<file path="src/rtl/stream_arb_mux.sv">
// ---------------------------------------------------------------------------
// stream_arb_mux
//
// Registered N-channel stream multiplexer. Several producer streams compete
// for one consumer; an internal arbiter (round-robin or fixed priority) picks
// one channel per beat. An optional packet lock keeps a multi-beat packet on
// its channel until the beat flagged with in_last.
//
// Handshake: a beat moves on channel i when in_valid[i] && in_ready[i], and
// leaves on the output side when out_valid && out_ready. A producer holds
// in_valid, its data and in_last stable until its beat is taken.
// in_ready is combinational. It depends on in_valid, the output-register
// state and out_ready. It never depends on in_ready itself.
//
// Ports:
//   clk       rising-edge clock
//   rst_n     asynchronous active-low reset
//   in_data   packed channel data, channel i at [i*in_bitwidth +: in_bitwidth]
//   in_valid  per-channel valid
//   in_last   per-channel last-beat flag
//   in_ready  per-channel ready (combinational)
//   out_data  registered output data
//   out_sel   index of the channel that produced out_data
//   out_last  registered last flag
//   out_valid output valid
//   out_ready consumer ready
// ---------------------------------------------------------------------------
module stream_arb_mux #(
  parameter int in_bitwidth = 8,
  parameter int in_inputs   = 4,
  parameter int arb_mode    = 0,
  parameter int use_lock    = 1,
  parameter int log2ofin    = ($clog2(in_inputs) <= 0) ? 1 : $clog2(in_inputs)
) (
  input  logic                             clk,
  input  logic                             rst_n,
  input  logic [in_bitwidth*in_inputs-1:0] in_data,
  input  logic [in_inputs-1:0]             in_valid,
  input  logic [in_inputs-1:0]             in_last,
  output logic [in_inputs-1:0]             in_ready,
  output logic [in_bitwidth-1:0]           out_data,
  output logic [log2ofin-1:0]              out_sel,
  output logic                             out_last,
  output logic                             out_valid,
  input  logic                             out_ready
);

  // Lock FSM: open = arbitrate freely, locked = only lock_ch may be granted.
  localparam logic [0:0] st_open   = 1'b0;
  localparam logic [0:0] st_locked = 1'b1;

  localparam logic [log2ofin-1:0] last_ch = log2ofin'(in_inputs - 1);

  logic [0:0]             state_q, state_d;
  logic [log2ofin-1:0]    lock_ch_q, lock_ch_d;
  logic [log2ofin-1:0]    ptr_q, ptr_d;
  logic [in_bitwidth-1:0] out_data_q, out_data_d;
  logic [log2ofin-1:0]    out_sel_q, out_sel_d;
  logic                   out_last_q, out_last_d;
  logic                   out_valid_q, out_valid_d;

  logic                   load;
  logic                   xfer;
  logic                   found;
  logic [in_inputs-1:0]   grant;
  logic [log2ofin-1:0]    g_idx;
  logic [in_bitwidth-1:0] g_data;
  logic                   g_last;
  int                     cand;

  // The single output register may be refilled when empty or being drained.
  assign load = !out_valid_q || out_ready;

  // Grant: one-hot or zero. Candidates are visited in priority order
  // (rotating from ptr_q in round-robin mode, from 0 in fixed mode) and the
  // first valid one wins.
  always_comb begin : grant_logic
    grant = '0;
    found = 1'b0;
    cand  = 0;
    if (state_q == st_locked) begin
      // A stalled locked channel produces a bubble rather than a grant
      // elsewhere, so packets never interleave.
      for (int i = 0; i < in_inputs; i++) begin
        if (log2ofin'(i) == lock_ch_q) grant[i] = in_valid[i];
      end
    end else begin
      for (int k = 0; k < in_inputs; k++) begin
        if (arb_mode == 1) begin
          cand = k;
        end else begin
          cand = int'(ptr_q) + k;
          if (cand >= in_inputs) cand = cand - in_inputs;
        end
        for (int i = 0; i < in_inputs; i++) begin
          if (i == cand && !found && in_valid[i]) begin
            grant[i] = 1'b1;
            found    = 1'b1;
          end
        end
      end
    end
  end

  // Fields of the granted channel.
  always_comb begin : grant_mux
    g_idx  = '0;
    g_data = '0;
    g_last = 1'b0;
    for (int i = 0; i < in_inputs; i++) begin
      if (grant[i]) begin
        g_idx  = log2ofin'(i);
        g_data = in_data[i*in_bitwidth +: in_bitwidth];
        g_last = in_last[i];
      end
    end
  end

  assign xfer     = load && (|grant);
  assign in_ready = grant & {in_inputs{load}};

  always_comb begin : next_state
    out_valid_d = out_valid_q;
    out_data_d  = out_data_q;
    out_sel_d   = out_sel_q;
    out_last_d  = out_last_q;
    ptr_d       = ptr_q;
    state_d     = state_q;
    lock_ch_d   = lock_ch_q;
    if (load) out_valid_d = xfer;
    if (xfer) begin
      out_data_d = g_data;
      out_sel_d  = g_idx;
      out_last_d = g_last;
      // The pointer moves past the winner at packet boundaries (every beat
      // when packets are not locked).
      if (arb_mode == 0 && (g_last || use_lock == 0)) begin
        ptr_d = (g_idx == last_ch) ? '0 : g_idx + 1'b1;
      end
      if (use_lock != 0) begin
        if (g_last) begin
          state_d = st_open;
        end else begin
          state_d   = st_locked;
          lock_ch_d = g_idx;
        end
      end
    end
  end

  always_ff @(posedge clk or negedge rst_n) begin
    if (!rst_n) begin
      state_q     <= st_open;
      lock_ch_q   <= '0;
      ptr_q       <= '0;
      out_data_q  <= '0;
      out_sel_q   <= '0;
      out_last_q  <= 1'b0;
      out_valid_q <= 1'b0;
    end else begin
      state_q     <= state_d;
      lock_ch_q   <= lock_ch_d;
      ptr_q       <= ptr_d;
      out_data_q  <= out_data_d;
      out_sel_q   <= out_sel_d;
      out_last_q  <= out_last_d;
      out_valid_q <= out_valid_d;
    end
  end

  assign out_data  = out_data_q;
  assign out_sel   = out_sel_q;
  assign out_last  = out_last_q;
  assign out_valid = out_valid_q;

endmodule

</file>
<file path="config.mk">
export PLATFORM = sky130hd
export DESIGN_NAME = stream_arb_mux
export DESIGN_NICKNAME = d
export VERILOG_FILES = /design/src/rtl/stream_arb_mux.sv
export SDC_FILE = /design/constraint.sdc
export NUM_CORES = 1
export LEC_CHECK = 0
export CORE_MARGIN = 2
export CORE_UTILIZATION = 35
export DETAILED_ROUTE_END_ITERATION = 8
export GPL_TIMING_DRIVEN = 0
export PLACE_DENSITY = 0.81
export SYNTH_ARGS = -nofsm -noshare
export SYNTH_HDL_FRONTEND = slang
export SYNTH_SLANG_ARGS = --single-unit
</file>
<file path="constraint.sdc">
create_clock -name clk -period 2.66 [get_ports clk]
set_input_delay 0.532 -clock clk [delete_from_list [all_inputs] [get_ports clk]]
set_output_delay 0.532 -clock clk [all_outputs]
set_load 0.01 [all_outputs]
</file>
# == Word-level counts from Yosys, hierarchy flattened ==
# Cells that the tools add are included.
# totals
register_bits,17
in_bits,43
output_inout_bits,16
elab_cells,165
# classes
n_addsub,8
magnitude_cmp,4
muxes,71
bitwise_logic,2
n_eq_ne,16
n_reduce_logical,57
# op_table
op,count
"3-bit by 32-bit equality test with 1-bit output, first input constant",8
32-bit two-way mux,8
"2-bit by 32-bit equality test with 1-bit output, first input constant",4
32-bit logical NOT,4
1-bit two-way mux,55
1-bit logical AND,32
8-bit two-way mux,4
1-bit logical NOT,16
"3-bit by 3-bit subtractor with 4-bit output, second input constant",3
"3-bit >= comparator, second input constant",3
"2-bit by 2-bit adder with 3-bit output, second input constant",2
2-bit two-way mux,3
4-bit bitwise AND,1
"2-bit equality test, first input constant",2
4-bit two-way mux,1
2-bit AND reduction,2
4-bit OR reduction,1
"2-bit by 3-bit subtractor with 4-bit output, second input constant",1
"2-bit by 1-bit adder with 3-bit output, second input constant",1
"2-bit by 3-bit >= comparator with 1-bit output, second input constant",1
"2-bit by 1-bit adder with 2-bit output, second input constant",1
"1-bit by 2-bit equality test with 1-bit output, first input constant",1
"2-bit equality test, second input constant",1
2-bit logical NOT,1
2 further kinds,2

# == Longest topological paths before layout ==
# Gate-level depths: netlist (run 1).
# logic_depth
depth_word,88
depth_mapped,9
ltp_nobuf,7

# == Least setup slack after synthesis (run 1) ==
# No wires, ideal clock.
# synth_path
kind,in2reg
startpoint,in in_valid[2]
endpoint,reg ptr_q[1]
cell_stages,7
path_buffers,1
setup_time_ns,0.125
arrival_ns,2.122
path_slack_ns,0.414
cell_sequence,and4b_1 -> buf_2 -> or2_0 -> a41o_1 -> or2_2 -> ha_1 -> mux2_2
# synth_via
elab_chain_len,71
# synth_lines
item,line_no,rtl
from (decl),38,"input logic [in_inputs-1:0] in_valid,"
1-bit logical AND,96,if (i == cand && !found && in_valid[i]) begin
1-bit two-way mux,96,
1-bit two-way mux,81,if (state_q == st_locked) begin
1-bit logical NOT,96,
1-bit logical AND (2 in a row),96,
1-bit two-way mux,96,
1-bit two-way mux,81,
1-bit logical NOT,96,
[... 54 more ...],--,
1-bit logical NOT,96,
1-bit logical AND (2 in a row),96,
1-bit two-way mux,96,
4-bit two-way mux (*),81,
2-bit two-way mux (*),111,if (grant[i]) begin
net g_idx[1],66,logic [log2ofin-1:0] g_idx;
2-bit by 1-bit adder with 2-bit output or 2-bit equality test (tied branches),138,ptr_d = (g_idx == last_ch) ? '0 : g_idx + 1'b1;
2-bit two-way mux (*),138,
to (signal assigned),163,ptr_q <= ptr_d;
to (decl),56,"logic [log2ofin-1:0] ptr_q, ptr_d;"
# The timed path passes the listed nets; every way through them passes the cells marked *. The select of a mux whose other input is x is not followed.
# A chain may end at the register's enable or synchronous reset.

# == Worst setup path in the final report (run 1) ==
# layout_path
startpoint,in in_valid[1]
endpoint,out in_ready[0]
# layout_via
elab_chain_len,59
# layout_lines
item,line_no,rtl
1-bit logical AND,96,
1-bit two-way mux,96,
1-bit two-way mux,81,
1-bit logical NOT,96,
1-bit logical AND (2 in a row),96,
1-bit two-way mux,96,
1-bit two-way mux,81,
1-bit logical NOT,96,
[... 40 more ...],--,
1-bit logical AND (2 in a row),96,
1-bit two-way mux,96,
1-bit two-way mux,81,
1-bit logical NOT,96,
1-bit logical AND (2 in a row),96,
1-bit two-way mux (*),96,
4-bit two-way mux (*),81,
4-bit bitwise AND (*),120,assign in_ready = grant & {in_inputs{load}};
to (decl),40,"output logic [in_inputs-1:0] in_ready,"
# Mark *: on every way between the ends. The rest lies on a longest branch, timed or not. The select of a mux whose other input is x is not followed.

==> run_results.csv, run 1 <==
group,metric,value,unit
outcome,status,"finished, final reports clean",
setup_path,critPathSlowestCell,"or3b_2",
clock_tree,clockBufferDepth,2,
yosys,synth_compound_gate_area_share,0.3157,
timing,rsz0062_at_grt,"no",
clock_tree,clockRootBuffer,"clkbuf_4",
grt,antenna_found_initial,0,
grt,overflow,0,
timing,post-route-period-util,0.9607,
clock_tree,worstSkewPairLatency,0.28,ns
floorplan,pin_count,59,
clock_tree,clk_pin_slew,0.10,ns
floorplan,initial_core_util,0.3747,
worst_hold_path,whs_path_depth,2,
layout,utilization,0.5832,
layout,n_antenna_cell,0,
drt,wl_per_cell,15.03,um
yosys,async_flop_share,1.000,
yosys,netlist_area,1280,um2
clock_tree,htreeDepth,1,
place,dpl_cell_area,1918,um2
yosys,ys_warn_count,0,
setup_path,ff2ff_path_depth,9,
layout,final_area,1992,um2
clock_tree,cts_tree,"built",
setup_path,path_delay_family,"simple AND/OR/NAND/NOR gates",
timing,fmax,0.3913,GHz
power,irDropWorstVdd,0.4507,mV
floorplan,die_h,64.48,um
worst_hold_path,hold_path.startpoint,"out_data[6]",
setup_path,end_kind,"output pin",
timing,fin_crit,2.555,ns
floorplan,num_rows,21,
setup_path,crit_buf_inv,3,
yosys,synth_xor_area_frac,0,
place,portBuffers,58,
drt,drc_errors,0,
timing,fin_setup_tns,0,ns
power,power,1.905,mW
yosys,syn_inst,146,
grt,grt_max_degree,18,
setup_path,critPathRequiredTime,2.13,ns
yosys,synth.net_count,190,
grt,grt_use_total,0.1850,
layout,register_area,426.7,um2
timing,fin_hold_ws,0.4824,ns
drt,drtPass1Iterations,4,
setup_path,worstPathCellList,"dlygate4sd2_1 -> or3b_2 -> a31oi_2 -> or2_2 -> buf_6 -> and2_1 -> clkdlybuf4s15_2",
setup_path,crit_fanout,5,
grt,grt_pass1_wl,6.120,mm
setup_path,critPathLaunchType,"input pin",
worst_hold_path,holdCritPathClass,"register to register",
drt,routed_wl,3.848,mm
yosys,synth_area_leader_cell,"dfrtp_1",
yosys,synth-simple-area-share,0.2229,
setup_path,rr_startpoint,"state_q",
setup_path,rr_endpoint,"ptr_q[0]",
place,pre_cts_ws,-0.5825,ns
worst_hold_path,hold_end,"out_data[6]",
yosys,synthMuxAreaShare,0.05865,
setup_path,slowest_delay,0.49,ns
layout,drive_gt1_frac,0.1619,
yosys,synthAdderAreaFrac,0.009775,
yosys,synth_ff_type,"dfrtp_1",
layout,final_common_cell,"clkdlybuf4s50_1",
clock_tree,cts.sinks,17,
place,gp_congestion,0.8314,
layout,nets,255,
layout,finalNonFillerCells,256,
timing,fin_ws,0.1047,ns
yosys,yosysUniqueCellTypes,39,
yosys,synth_top_family_by_area,"compound AO/OA/AOI/OAI gates",
timing,skew,0.002165,ns
timing,final-setup-viol-count,0,
drt,avgViaCountPerCell,5.371,
timing,worst_pin_slew,0.7744,ns
yosys,ys_seq_elements,17,
clock_tree,numCtsBuffers,3,
yosys,ys_seq_area_frac,0.3324,
power,p_per_area,956.6,nW/um2
setup_path,path_class,"input pin to output pin",
place,hpwl,2.814,mm
layout,fillers,320,
drt,drtIter0Drc,42,
floorplan,core-area,3416,um2
grt,grt_pass1_vias,1353,
layout,multi_input_area,790.8,um2
floorplan,dieWidth,64.48,um
clock_tree,postCtsHoldBufs,0,
power,leakage,0.9228,nW
timing,maxSlewViolCount,0,
yosys,synthTopCellsByArea,"dfrtp_1, a21o_1, a221o_1",
yosys,synth_edf_count,0,
yosys,synth_area_per_cell,8.767,um2
place,dp_cells,250,
yosys,synth_top_area_frac,0.3324,
setup_path,cp.arrival,2.02,ns
drt,vias,1375,
setup_path,rrSetupSlack,0.24,ns
layout,area_growth,55.62,%
drt,drt.antenna.violating_nets,0,
timing,hold_viol_final,0,
layout,most-common-layout-cells,"clkdlybuf4s50_1, nand2_1, dfrtp_1",
floorplan,die_area,4157,um2
timing,relSlewSlack,0.4821,
job,maxCapViolCount,0,
[worst max-delay path by stage]
stage | depth (start not counted) | slack, ns | to | from
3_5_place_dp | 7 | -0.58 | in_ready[0] | in_valid[3]
2_1_floorplan | 7 | 0.41 | ptr_q[1] | in_valid[2]
6_report | 7 | 0.10 | in_ready[0] | in_valid[1]
3_3_place_gp | 7 | -0.60 | in_ready[0] | in_valid[3]
5_1_grt | 7 | 0.05 | in_ready[0] | in_valid[1]
4_1_cts | 7 | -0.01 | in_ready[0] | in_valid[1]
[tightest hold or removal path, cell delays in order (launching register included)]
cell and delay [ns]:
dfrtp_1 0.35, nand2_1 0.04, o21ai_0 0.06
[repair_timing]
| action | CTS | global route |
|---|---|---|
| setup endpoints to repair | 6 | 4 |
| pin swaps | 1 | 2 |
| resized for setup | 17 | 5 |
| setup buffers | 1 | 2 |
[Yosys cell counts, types with 2 or more instances]
master / number
dfrtp_1: 17
a21oi_1: 9
or3b_2: 2
nor2_1: 2
and2_1: 4
a21o_1: 11
mux2_2: 4
mux2_4: 2
inv_1: 4
a221o_1: 8
o22ai_1: 9
a31oi_1: 2
buf_4: 2
nor3b_1: 2
nor2b_1: 5
nand2b_1: 7
clkbuf_1: 3
buf_2: 5
a22oi_1: 2
or2_2: 2
o21ai_0: 8
nand2_1: 19
[per-layer routing]
layer	track usage	wire length (um)
met1	0.2454	1672
met2	0.3099	1816
met3	0.02431	318
met4	0.06383	42
met5	0	0
[area by class of cell]
class / count / share of cell area
Multi-Input combinational cell: 114 / 0.3970
Buffer: 10 / 0.03957
Inverter: 4 / 0.007538
Tap cell: 46 / 0.02889
Clock buffer: 4 / 0.01319
Sequential cell: 17 / 0.2142
Timing Repair Buffer: 61 / 0.2996
[cell families after synthesis]
| family | count (synthesis) |
|---|---|
| and+or+nand+nor | 51 |
| DFF | 17 |
| adders and majority gates | 1 |
| AOI/OAI and AO/OA | 56 |
| buffers and inverters | 15 |
| muxes | 6 |
[flip-flops by register name, indices dropped and copies added, names as in the netlist]
register,cells
out_valid,1
lock_ch_q,2
ptr_q,2
out_data,8
state_q,1
out_last,1
out_sel,2
[report_power, final]
group / switching, mW / total, mW / internal (mW)
sequential: 0.0761 / 0.458 / 0.382
combinational: 0.617 / 1.31 / 0.694
clock: 0.0786 / 0.137 / 0.0581
(Power assumes the default switching activity.)
==> inputs of run 2 (changes only) <==
--- a/config.mk
+++ b/config.mk
@@ -5,10 +5,12 @@
 export SDC_FILE = /design/constraint.sdc
 export NUM_CORES = 1
 export LEC_CHECK = 0
+export ABC_CLOCK_PERIOD_IN_PS = 2660
 export CORE_MARGIN = 2
 export CORE_UTILIZATION = 35
 export DETAILED_ROUTE_END_ITERATION = 8
 export GPL_TIMING_DRIVEN = 0
+export MAX_ROUTING_LAYER = met4
 export PLACE_DENSITY = 0.81
 export SYNTH_ARGS = -nofsm -noshare
 export SYNTH_HDL_FRONTEND = slang
==> run 2 against run 1 <==
Net effect:
- global-route usage is 0.54 points higher
- hold slack hardly changed
- fmax is 1.6% lower
- critical path depth stayed put
- critical path type unchanged
- clock power hardly changed
- final cell count is 0.39% lower
- die area stayed put
- power is 0.32% lower
- sequential share of layout area is 0.054 points higher
- highest routed layer unchanged
- utilization is 0.15 points lower
- routed wire length hardly changed
- worst setup slack worse by 0.041 ns
==> run_results.csv, run 2 (same netlist as run 1, synthesis figures left out) <==
group,metric,value,unit
drt,routed_wl,3.847,mm
power,p_per_area,955.9,nW/um2
drt,vias,1384,
place,dpl_cell_area,1918,um2
grt,grt_pass1_vias,1351,
floorplan,pin_count,59,
setup_path,crit_buf_inv,3,
setup_path,cp-startpoint,"in_valid[2]",
power,leakage,0.9158,nW
grt,overflow,0,
setup_path,crit_fanout,10,
timing,hold_viol_final,0,
power,p_sw,774.4,uW
floorplan,num_rows,21,
timing,maxSlewViolCount,0,
setup_path,cp.arrival,2.06,ns
timing,fmax,0.3851,GHz
clock_tree,htreeDepth,1,
place,portBuffers,58,
floorplan,die_area,4157,um2
place,gp_congestion,0.8442,
setup_path,critPathRequiredTime,2.13,ns
floorplan,core-area,3416,um2
layout,most-common-layout-cells,"clkdlybuf4s50_1, nand2_1, dfrtp_1",
layout,register_area,426.7,um2
power,seq_power_share,0.241,
power,p_sw_frac,0.4077,
floorplan,die_h,64.48,um
grt,antenna_found_initial,0,
setup_path,slowest_delay,0.47,ns
power,internal-power,1.125,mW
drt,drtPass1Iterations,4,
clock_tree,postCtsHoldBufs,0,
power,combPwrFrac,0.687,
drt,drt.antenna.violating_nets,0,
timing,final-setup-viol-count,0,
setup_path,path_class,"input pin to output pin",
timing,skew,0.002482,ns
worst_hold_path,hold_path.startpoint,"out_data[6]",
setup_path,path_delay_family,"simple AND/OR/NAND/NOR gates",
setup_path,critPathSlowestCell,"or3b_2",
timing,rsz0062_at_grt,"yes",
outcome,status,"finished, final reports clean",
floorplan,initial_core_util,0.3747,
layout,area_growth,55.23,%
grt,grt_max_degree,18,
layout,nets,254,
timing,fin_crit,2.597,ns
clock_tree,worstSkewPairLatency,0.28,ns
clock_tree,cts.sinks,17,
setup_path,end_kind,"output pin",
layout,multi_input_area,790.8,um2
layout,largest_reg_flops,8,
timing,fin_ws,0.06330,ns
layout,final_common_cell,"clkdlybuf4s50_1",
job,maxCapViolCount,0,
place,hpwl,2.814,mm
setup_path,worstPathCellList,"dlygate4sd2_1 -> or3b_2 -> a31oi_2 -> or2_2 -> buf_6 -> and2_1 -> clkdlybuf4s15_2",
layout,final_area,1987,um2
worst_hold_path,holdCritPathClass,"register to register",
drt,drtIter0Drc,69,
grt,grt_pass1_wl,6.134,mm
power,pwr-share-clk,0.072,
timing,relSlewSlack,0.4841,
clock_tree,clockBufferDepth,2,
setup_path,critPathLaunchType,"input pin",
drt,wl_per_cell,15.09,um
floorplan,dieWidth,64.48,um
timing,post-route-period-util,0.9762,
place,pre_cts_ws,-0.5825,ns
layout,drive_gt1_frac,0.1579,
drt,avgViaCountPerCell,5.427,
power,irDropWorstVdd,0.4262,mV
drt,drc_errors,0,
grt,grt_use_total,0.1905,
clock_tree,cts_tree,"built",
layout,fillers,321,
clock_tree,clk_pin_slew,0.10,ns
clock_tree,numCtsBuffers,3,
timing,worst_pin_slew,0.7714,ns
clock_tree,clockRootBuffer,"clkbuf_4",
setup_path,rr_startpoint,"state_q",
layout,n_antenna_cell,0,
==> run 2: power by group through the flow <==
stage | Clock (mW) | Combinational (mW) | Sequential, mW
floorplan | 0 | 0.785 | 0.486
global placement | 0 | 1.24 | 0.454
detailed placement | 0 | 1.26 | 0.460
CTS | 0.137 | 1.29 | 0.456
global route | 0.151 | 1.42 | 0.468
finish | 0.136 | 1.31 | 0.457
==> run 2: timing repair <==
action	CTS	global route
resized for setup	17	7
pin swaps	1	2
setup endpoints to repair	6	4
buffers inserted	1	1
gates cloned	0	0
==> run 2: final cells by class <==
type | count | area share
buffer | 10 | 0.03967
clock buffer | 4 | 0.01322
inverter | 4 | 0.007557
multi-input combinational | 114 | 0.3980
sequential | 17 | 0.2147
tap | 46 | 0.02897
timing repair buffer | 60 | 0.2979
==> run 2: routing by layer <==
metal / routed length [um] / vias to the layer above / track usage
li1: - / 668 / -
met1: 1754 / 663 / 0.2465
met2: 1841 / 47 / 0.3099
met3: 192 / 6 / 0.02431
met4: 59 / 0 / 0.06383
met5: 0 / - / -
==> run 2: path summary, 6_finish.rpt <==
| check | slack, ns | cells after the start | end |
|---|---|---|---|
| hold / removal | 0.48 | 2 | out_data[6] |
| setup / recovery | 0.06 | 7 | in_ready[0] |
| min in group asynchronous | 0.69 | 1 | out_data[6] |
| setup reg to reg | 0.29 | 8 | ptr_q[1] |
| hold reg to reg | 0.48 | 2 | out_data[6] |
| max in group asynchronous | 1.44 | 1 | ptr_q[0] |
==> run 2: through the flow <==
step	utilization	instances	power, mW	hold WS, ns	TNS, ns
final	0.5817	255	1.899	0.4826	0
after global placement	0.5615	250	1.696	0.4601	-3.656
after floorplan	-	146	1.271	0.2364	0
after detailed placement	0.5615	250	1.719	0.4691	-3.820
after CTS	0.5766	255	1.881	0.4908	-0.009979
after global routing	0.5817	255	2.044	0.4989	-0.02325
==> run 2: worst reg2reg max path: stages, from the launching register on <==
cell,delay (ns)
dfrtp_1,0.37
buf_2,0.16
and4b_1,0.17
buf_2,0.19
or2_0,0.23
a41o_1,0.24
or2_2,0.34
ha_1,0.30
mux2_2,0.26
